**src/rtl/regfile_read_port.sv**
```systemverilog
// regfile_read_port: two-stage read-port sequencer for the bit-cell register array.
// Stage A issues a one-hot word read enable onto the shared bitlines. Stage B
// captures the bitline word and holds it until the consumer takes it.
// Register 0 reads as zero, and so do addresses >= REGS. Neither drives a read enable.
// Optional feature macro: REGFILE_READ_BYPASS_EN. When defined, a write to the
// register being captured in the same cycle returns the new data (wr_data).
module regfile_read_port #(
  parameter int unsigned WIDTH  = 16,
  parameter int unsigned REGS   = 16,
  parameter int unsigned ADDR_W = 4
) (
  input  logic              clk,
  input  logic              rst,
  input  logic              req_valid,
  output logic              req_ready,
  input  logic [ADDR_W-1:0] req_addr,
  output logic [REGS-1:0]   ReadEnable,
  input  logic [WIDTH-1:0]  Bitline,
  input  logic              wr_en,
  input  logic [ADDR_W-1:0] wr_addr,
  input  logic [WIDTH-1:0]  wr_data,
  output logic              rsp_valid,
  input  logic              rsp_ready,
  output logic [WIDTH-1:0]  rsp_data
);

  localparam int unsigned CMP_W = ADDR_W + 1;

  // Word-line decode. Bit 0 and out-of-range addresses never assert.
  function automatic logic [REGS-1:0] f_onehot(input logic [ADDR_W-1:0] addr);
    logic [REGS-1:0] v;
    v = '0;
    for (int unsigned i = 1; i < REGS; i++) begin
      if ({1'b0, addr} == CMP_W'(i)) v[i] = 1'b1;
    end
    return v;
  endfunction

  logic              r_a_valid;
  logic [ADDR_W-1:0] r_a_addr;
  logic [REGS-1:0]   r_read_enable;
  logic              r_rsp_valid;
  logic [WIDTH-1:0]  r_rsp_data;

  logic              w_b_free;
  logic              w_accept;
  logic              w_advance;
  logic              w_a_hit;
  logic [WIDTH-1:0]  w_capture;

  assign w_b_free  = !r_rsp_valid || rsp_ready;
  assign req_ready = !r_a_valid || w_b_free;
  assign w_accept  = req_valid && req_ready;
  assign w_advance = r_a_valid && w_b_free;
  assign w_a_hit   = |f_onehot(r_a_addr);

  assign ReadEnable = r_read_enable;
  assign rsp_valid  = r_rsp_valid;
  assign rsp_data   = r_rsp_data;

`ifndef REGFILE_READ_BYPASS_EN
  logic w_unused_wr;
  assign w_unused_wr = ^{wr_en, wr_addr, wr_data};
`endif

  // Word captured into stage B: zero for register 0 or out-of-range, else the bitlines.
  always_comb begin
    w_capture = '0;
    if (w_a_hit) begin
      w_capture = Bitline;
`ifdef REGFILE_READ_BYPASS_EN
      if (wr_en && (wr_addr == r_a_addr)) w_capture = wr_data;
`endif
    end
  end

  // Stage A: accept a request and register its decoded read enable; clear it once it advances.
  always_ff @(posedge clk or posedge rst) begin
    if (rst) begin
      r_a_valid     <= 1'b0;
      r_a_addr      <= '0;
      r_read_enable <= '0;
    end else if (w_accept) begin
      r_a_valid     <= 1'b1;
      r_a_addr      <= req_addr;
      r_read_enable <= f_onehot(req_addr);
    end else if (w_advance) begin
      r_a_valid     <= 1'b0;
      r_read_enable <= '0;
    end
  end

  // Stage B: load the captured word on advance; drop valid when consumed, keep data.
  always_ff @(posedge clk or posedge rst) begin
    if (rst) begin
      r_rsp_valid <= 1'b0;
      r_rsp_data  <= '0;
    end else if (w_advance) begin
      r_rsp_valid <= 1'b1;
      r_rsp_data  <= w_capture;
    end else if (r_rsp_valid && rsp_ready) begin
      r_rsp_valid <= 1'b0;
    end
  end

endmodule
```
**config.mk**
```make
export PLATFORM = sky130hd
export DESIGN_NAME = regfile_read_port
export DESIGN_NICKNAME = d
export VERILOG_FILES = /design/src/rtl/regfile_read_port.sv
export SDC_FILE = /design/constraint.sdc
export NUM_CORES = 1
export LEC_CHECK = 0
export CAP_MARGIN = 20
export CORE_ASPECT_RATIO = 2
export CORE_UTILIZATION = 41
export DETAILED_ROUTE_END_ITERATION = 10
export MAX_ROUTING_LAYER = met4
export PLACE_DENSITY_LB_ADDON = 0.25
export SYNTH_ARGS = -nofsm -noshare
export SYNTH_HDL_FRONTEND = slang
export SYNTH_SLANG_ARGS = --single-unit
```
**constraint.sdc**
```tcl
create_clock -name clk -period 2.45 [get_ports clk]
set_input_delay 0.3675 -clock clk [delete_from_list [all_inputs] [get_ports clk]]
set_output_delay 0.3675 -clock clk [all_outputs]
set_load 0.02 [all_outputs]
```
Yosys cells after proc, flatten, opt, wreduce, memory -nomap -nowiden
Cells that the tools add are included.

cells by class
  reductions and logical operators = 10
  mux-type cells = 37
  equal/unequal tests = 30

operators by type and width
  operator                                                         number
  4-bit == test, second input constant                             16
  16-bit two-way mux                                               3
  1-bit two-way mux                                                34
  4-bit by 3-bit == test with 1-bit output, second input constant  8
  4-bit by 2-bit == test with 1-bit output, second input constant  4
  15-bit OR reduction                                              1
  4-bit by 1-bit == test with 1-bit output, second input constant  2
  2-bit nonzero test                                               2
  1-bit logical AND                                                3
  1-bit zero test                                                  2
  1-bit logical OR                                                 2

storage, ports and cells
  register bits = 38
  word-level logic and storage cells = 82
  output and inout bits = 34
  bits of input ports = 45

Logic depth before layout (Yosys ltp)
Gate-level depths: netlist (run 1).

  word-level depth = 5
  gate-level depth with buffers = 5
  depth with buffers taken out = 4

Worst setup path after synthesis (run 1)
No wires, ideal clock.

  kind = reg-to-reg
  from = register r_rsp_valid, in the netlist rsp_valid
  to = register r_read_enable[12], in the netlist ReadEnable[12]
  clock period less this slack = 1595 ps
  setup time = 121 ps
  cell stages (with the launch flop) = 6
  arrival = 1475 ps
  slack = 855 ps
  required time = 2329 ps
  cell sequence = dfrtp_1 and3b_1 inv_1 o21ai_1 buf_2 a22o_1

between the ends
  cells in the longest elaborated chain, start to end = 5
  elaborated cells on any way between the ends = 7
  classes of those cells = mux: 1; reduce/logical: 6

ends and longest elaborated chain
  item                                                      RTL line  RTL
  start, declared                                           42        logic r_rsp_valid;
  start signal, assigned                                    96        r_rsp_valid <= 1'b0;
  start signal, assigned                                    99        r_rsp_valid <= 1'b1;
  start signal, assigned                                    102       r_rsp_valid <= 1'b0;
  1-bit zero test (*)                                       51        assign w_b_free = !r_rsp_valid || rsp_ready;
  1-bit logical OR (*)                                      51
  1-bit logical OR (*)                                      52        assign req_ready = !r_a_valid || w_b_free;
  net req_ready                                             15        output logic req_ready,
  1-bit logical AND (*)                                     53        assign w_accept = req_valid && req_ready;
  16-bit two-way mux or 2-bit nonzero test (tied branches)  n/a
  end signal, assigned                                      86        r_read_enable <= f_onehot(req_addr);
  end, declared                                             41        logic [REGS-1:0] r_read_enable;

The timed path passes the listed nets; every way through them passes the cells marked *.
A chain may end at the register's enable or synchronous reset.

Worst setup path after layout (run 1)
  from = input port rsp_ready
  to = output port req_ready

between the ends
  cells in the longest elaborated chain, start to end = 2

ends and longest elaborated chain
  item              RTL line  RTL
  start, declared   23        input logic rsp_ready,
  1-bit logical OR  51
  1-bit logical OR  52
  end, declared     15

No other way between the ends.

==> results.toml, run 1 <==
[timing]
worst_pin_slew_ns = 0.586
worst_slack_ns = 0.276
fin_skew_ns = 0.00591
fmax_ghz = 0.460
rsz0062_at_grt = "no"
tns_ns = 0
period_share_pct = 88.7
relSlewSlack_pct = 60.6
whs_ns = 0.486
final_hold_viol_count = 0
setup_viol = 0
final_max_slew_viol_count = 0
fin_crit_ns = 2.17

[global_route]
grt_use_total_pct = 20.2
grt_pass1_vias = 1119
grt_max_degree = 38
grt_pass1_wl_um = 5370
antenna_found_initial = 0
overflow = 0

[worst_setup_path]
cp.required_ns = 2.08
critPathMaxStageDelay_ns = 0.63
rr_worst_depth = 3
cp_max_fo = 6
timing.rr.start = "r_a_addr[0]$_DFFE_PP0P_"
cp.buffers_inverters = 3
crit_slowest_cell = "clkdlybuf4s50_1"
timing.rr.end = "rsp_data[15]$_DFFE_PP0P_"
end_kind = "primary output"
crit_family = "buffers and inverters"
arrival_ns = 1.81
worst-r2r-setup-slack_ns = 0.80
critPathKind = "input port to primary output"
start_kind = "input port"
worstPathCellList = "clkdlybuf4s50_1 > and3b_1 > inv_1 > clkdlybuf4s50_1"
path_common_cell = "clkdlybuf4s50_1"

[detailed_routing]
avgRoutedWirePerCell_um = 17.0
drt_iter0_drc = 42
firstDrtPassIters = 7
ant_nets = 0
wl_um = 3310
viasPerCell = 5.64
num_vias = 1094
route.detailed.drc = 8

[clock_network]
clock-sinks = 37
numCtsBuffers = 5
cts_resized = 0
hold_buffers = 0
post_cts_buffers = 0
cts_buffer_depth = 2
path_clk_slew_ns = 0.07
cts_tree = "built"
worstSkewPairLatency_ns = 0.29
cts_root_buf = "clkbuf_8"
htree_levels = 2

[yosys]
yosys_register_bits = 37
synth_nets = 146
syn_avg_cell_area_um2 = 14.1
yosysWarnings = 0
yosysSeqAreaShare_pct = 65.0
netlist_area_um2 = 1420
yosysUniqueCellTypes = 25
postSynthCellCount = 101

[finish]
layout.nets = 206
drive_above_1_share_pct = 12.3
final_cells = 194
num_antenna_cells = 0
final_common_cell = "clkdlybuf4s50_1"
mostFrequentLayoutCells = "clkdlybuf4s50_1 (56), dfrtp_1 (37), a22o_1 (19), a22o_2 (6), clkbuf_8 (5)"
area_growth_pct = 46.3

[pwr]
p_leak_nw = 0.923
fin_total_pwr_w = 0.00149
p_per_area_nw_per_um2 = 714
ir_drop_mv = 0.601

[placement]
pre_cts_slack_ns = 0.288
gp_congestion = 0.789
dp_hpwl_um = 2330
place_inst = 185
port_buffers = 56

[die]
std_cell_rows = 30
die_width_um = 43.7
dieArea_um2 = 3730
dieHeight_um = 85.3
core_area_um2 = 3340
io-pin-count = 79
start_util_pct = 42.6

[worst_hold_path]
hold_class = "input port to async pin"

[status]
violations = "DRC"
outcome = "finished, violations left"

[flow_run]
maxCapViolCount = 0
## worst max path at each step
stage                                       to  cells after the start  slack, ns             startpoint
floorplan           ReadEnable[12]$_DFFE_PP0P_                      5       0.85  rsp_valid$_DFFE_PP0P_
global placement                     req_ready                      4       0.28              rsp_ready
detailed placement                   req_ready                      4       0.29              rsp_ready
CTS                                  req_ready                      4       0.28              rsp_ready
global route                         req_ready                      4       0.21              rsp_ready
finish                               req_ready                      4       0.28              rsp_ready
## where the power goes
| part | switching (W) | internal [W] | total, W |
|---|---|---|---|
| logic | 0.000175 | 0.000189 | 0.000364 |
| registers | 0.0000367 | 0.000677 | 0.000713 |
| clock network | 0.000214 | 0.000196 | 0.000410 |
| total | 0.000426 | 0.00106 | 0.00149 |
## Yosys cell counts
master	instances	area share, %
and4b_1	1	0.70
a32o_1	3	2.1
and3b_1	1	0.62
o21ai_1	1	0.35
nor3_1	1	0.35
conb_1	1	0.26
buf_4	1	0.53
nor3b_1	1	0.53
buf_2	1	0.35
dfrtp_1	37	65
and3_1	1	0.44
o2bb2ai_1	3	1.8
mux2_2	4	3.2
clkbuf_1	1	0.26
a22o_2	6	4.2
buf_6	1	0.79
nand3_1	1	0.35
a22o_1	19	12
nor2_1	2	0.53
nand2_1	4	1.1
inv_1	4	1.1
buf_8	1	1.1
nand2b_1	3	1.3
nor2b_1	2	0.88
or4_1	1	0.53
## through the flow
step                      utilization (%)  instance area, um^2
final                                62.4                 2080
after global routing                 62.4                 2080
after CTS                            62.1                 2080
after detailed placement             59.6                 1990
after global placement               59.6                 1990
after floorplan                         -                 1420
## routing by layer
metal	up-vias	GRT usage, %	part of all wire, %
li1	492	-	-
met1	546	22.7	37
met2	50	32.2	53
met3	6	5.53	7.4
met4	0	9.94	2.4
met5	-	-	0
## area by class of cell
class | instances | area (um^2)
fillers | 265 | 1260
flip-flops and latches | 37 | 926
repair buffers | 58 | 576
multi-input cells | 55 | 440
clock buffers | 5 | 68.8
well taps | 32 | 40.0
clock inverters | 3 | 17.5
inverters | 4 | 15.0
## state kept, by name, indices dropped and copies added (netlist names)
signal and cells:
rsp_data 16, ReadEnable 15, r_a_addr 4, r_a_valid 1, rsp_valid 1
## worst register-to-register path, cell delays in order, from the launching register on
cell and delay, ns:
dfrtp_1 0.38, or4_1 0.50, and3_1 0.37, a22o_2 0.29
## kinds of logic after synthesis
kind of cell / after synthesis / share of synthesized area [%]
other: 1 / 0.263
buffers and inverters: 9 / 4.04
AND/OR/NAND/NOR: 18 / 7.29
flip-flops: 37 / 65.0
multiplexers: 4 / 3.16
AO/OA/AOI/OAI: 32 / 20.2
No activity file was read; power rests on OpenSTA's default activity.
==> run 2, diff against run 1 <==
--- a/config.mk
+++ b/config.mk
@@ -11,6 +11,7 @@
 export DETAILED_ROUTE_END_ITERATION = 10
 export MAX_ROUTING_LAYER = met4
 export PLACE_DENSITY_LB_ADDON = 0.25
+export REMOVE_ABC_BUFFERS = 1
 export SYNTH_ARGS = -nofsm -noshare
 export SYNTH_HDL_FRONTEND = slang
 export SYNTH_SLANG_ARGS = --single-unit
==> results.toml, run 2 (same netlist as run 1, synthesis figures left out) <==
[status]
outcome = "finished, violations left"
violations = "DRC"

[clock_network]
cts_resized = 0
post_cts_buffers = 0
hold_buffers = 0
cts_tree = "built"
cts_buffer_depth = 2
htree_levels = 2
path_clk_slew_ns = 0.08
worstSkewPairLatency_ns = 0.29
cts_root_buf = "clkbuf_8"
clock-sinks = 37
numCtsBuffers = 5

[pwr]
p_leak_nw = 0.932
ir_drop_mv = 0.498
switching_share_pct = 26.1
internal_power_w = 0.00120
p_seq_share_pct = 44.0
comb_power_share_pct = 22.3
clock_power_share_pct = 33.6
p_per_area_nw_per_um2 = 768
power_switching_w = 0.000422

[timing]
setup_viol = 0
worst_pin_slew_ns = 1.07
final_hold_viol_count = 0
tns_ns = 0
rsz0062_at_grt = "no"
fin_skew_ns = 0.00639
period_share_pct = 90.1
relSlewSlack_pct = 28.1
fin_crit_ns = 2.21
fmax_ghz = 0.453
final_max_slew_viol_count = 0

[die]
die_width_um = 43.7
dieArea_um2 = 3730
std_cell_rows = 30
core_area_um2 = 3340
start_util_pct = 42.6
dieHeight_um = 85.3
io-pin-count = 79

[finish]
layout.nets = 205
final_core_util_pct = 63.0
largest_reg_flops = 16
drive_above_1_share_pct = 11.2
fillers = 256
final_common_cell = "clkdlybuf4s50_1"
num_antenna_cells = 0
mostFrequentLayoutCells = "clkdlybuf4s50_1 (56), dfrtp_1 (37), a22o_1 (19), a22o_2 (6), clkbuf_8 (6)"
regArea_um2 = 926
multi_input_area_um2 = 440
area_growth_pct = 47.9

[worst_setup_path]
end_kind = "primary output"
start_kind = "input port"
critPathKind = "input port to primary output"
cp_max_fo = 6
cp.required_ns = 2.08
arrival_ns = 1.84

[detailed_routing]
num_vias = 1067
ant_nets = 0
wl_um = 3260
avgRoutedWirePerCell_um = 16.9
drt_iter0_drc = 21
viasPerCell = 5.53
firstDrtPassIters = 7
route.detailed.drc = 6

[global_route]
grt_max_degree = 38
grt_pass1_wl_um = 5500
grt_pass1_vias = 1134
overflow = 0
grt_use_total_pct = 20.5
antenna_found_initial = 0

[placement]
port_buffers = 56
gp_congestion = 0.724
dp_hpwl_um = 2360

[flow_run]
maxCapViolCount = 0

[worst_hold_path]
hold_class = "input port to async pin"
run 2: layer usage:
metal  part of all wire, %  global-route usage (%)
met5                     0                       -
met4                   2.3                    9.09
met3                   7.1                    6.17
met2                    53                    33.2
met1                    37                    22.5
run 2: power by group through the flow:
stage / clock [W] / sequential (W) / combinational, W
floorplan: 0 / 0.000789 / 0.000107
global placement: 0 / 0.000720 / 0.000356
detailed placement: 0 / 0.000724 / 0.000363
CTS: 0.000548 / 0.000713 / 0.000364
global route: 0.000579 / 0.000720 / 0.000386
finish: 0.000544 / 0.000712 / 0.000361
run 2: through the flow:
step | total power [W] | hold WS, ns | setup WS [ns] | instance area (um^2) | cells
after floorplan | 0.000897 | 0.470 | 0.852 | 1380 | 96
after global placement | 0.00108 | 0.473 | 0.235 | 1990 | 185
after detailed placement | 0.00109 | 0.473 | 0.238 | 1990 | 185
after CTS | 0.00163 | 0.496 | 0.238 | 2110 | 193
after global routing | 0.00168 | 0.517 | 0.170 | 2110 | 193
final | 0.00162 | 0.490 | 0.242 | 2110 | 193
run 2: layout make-up:
cell class	count	area share [%]
flip-flops and latches	37	44.0
inverters	4	0.713
repair buffers	57	27.0
well taps	32	1.90
clock buffers	7	4.10
multi-input cells	55	20.9
clock inverters	1	1.43
run 2: critical path, stage by stage:
cell	delay, ns
clkdlybuf4s50_1	0.48
and3b_1	0.21
inv_1	0.15
clkdlybuf4s50_1	0.63
run 2: path summary, 6_finish.rpt:
path                                            from                         end  slack, ns  cells after the start
hold reg to reg            ReadEnable[7]$_DFFE_PP0P_   ReadEnable[7]$_DFFE_PP0P_       0.50                      1
setup reg to reg               r_a_valid$_DFFE_PP0P_  ReadEnable[10]$_DFFE_PP0P_       0.76                      4
max in group asynchronous                        rst     rsp_data[7]$_DFFE_PP0P_       1.64                      3
setup / recovery                           rsp_ready                   req_ready       0.24                      4
hold / removal                                   rst  ReadEnable[10]$_DFFE_PP0P_       0.49                      3
min in group clk           ReadEnable[7]$_DFFE_PP0P_   ReadEnable[7]$_DFFE_PP0P_       0.50                      1
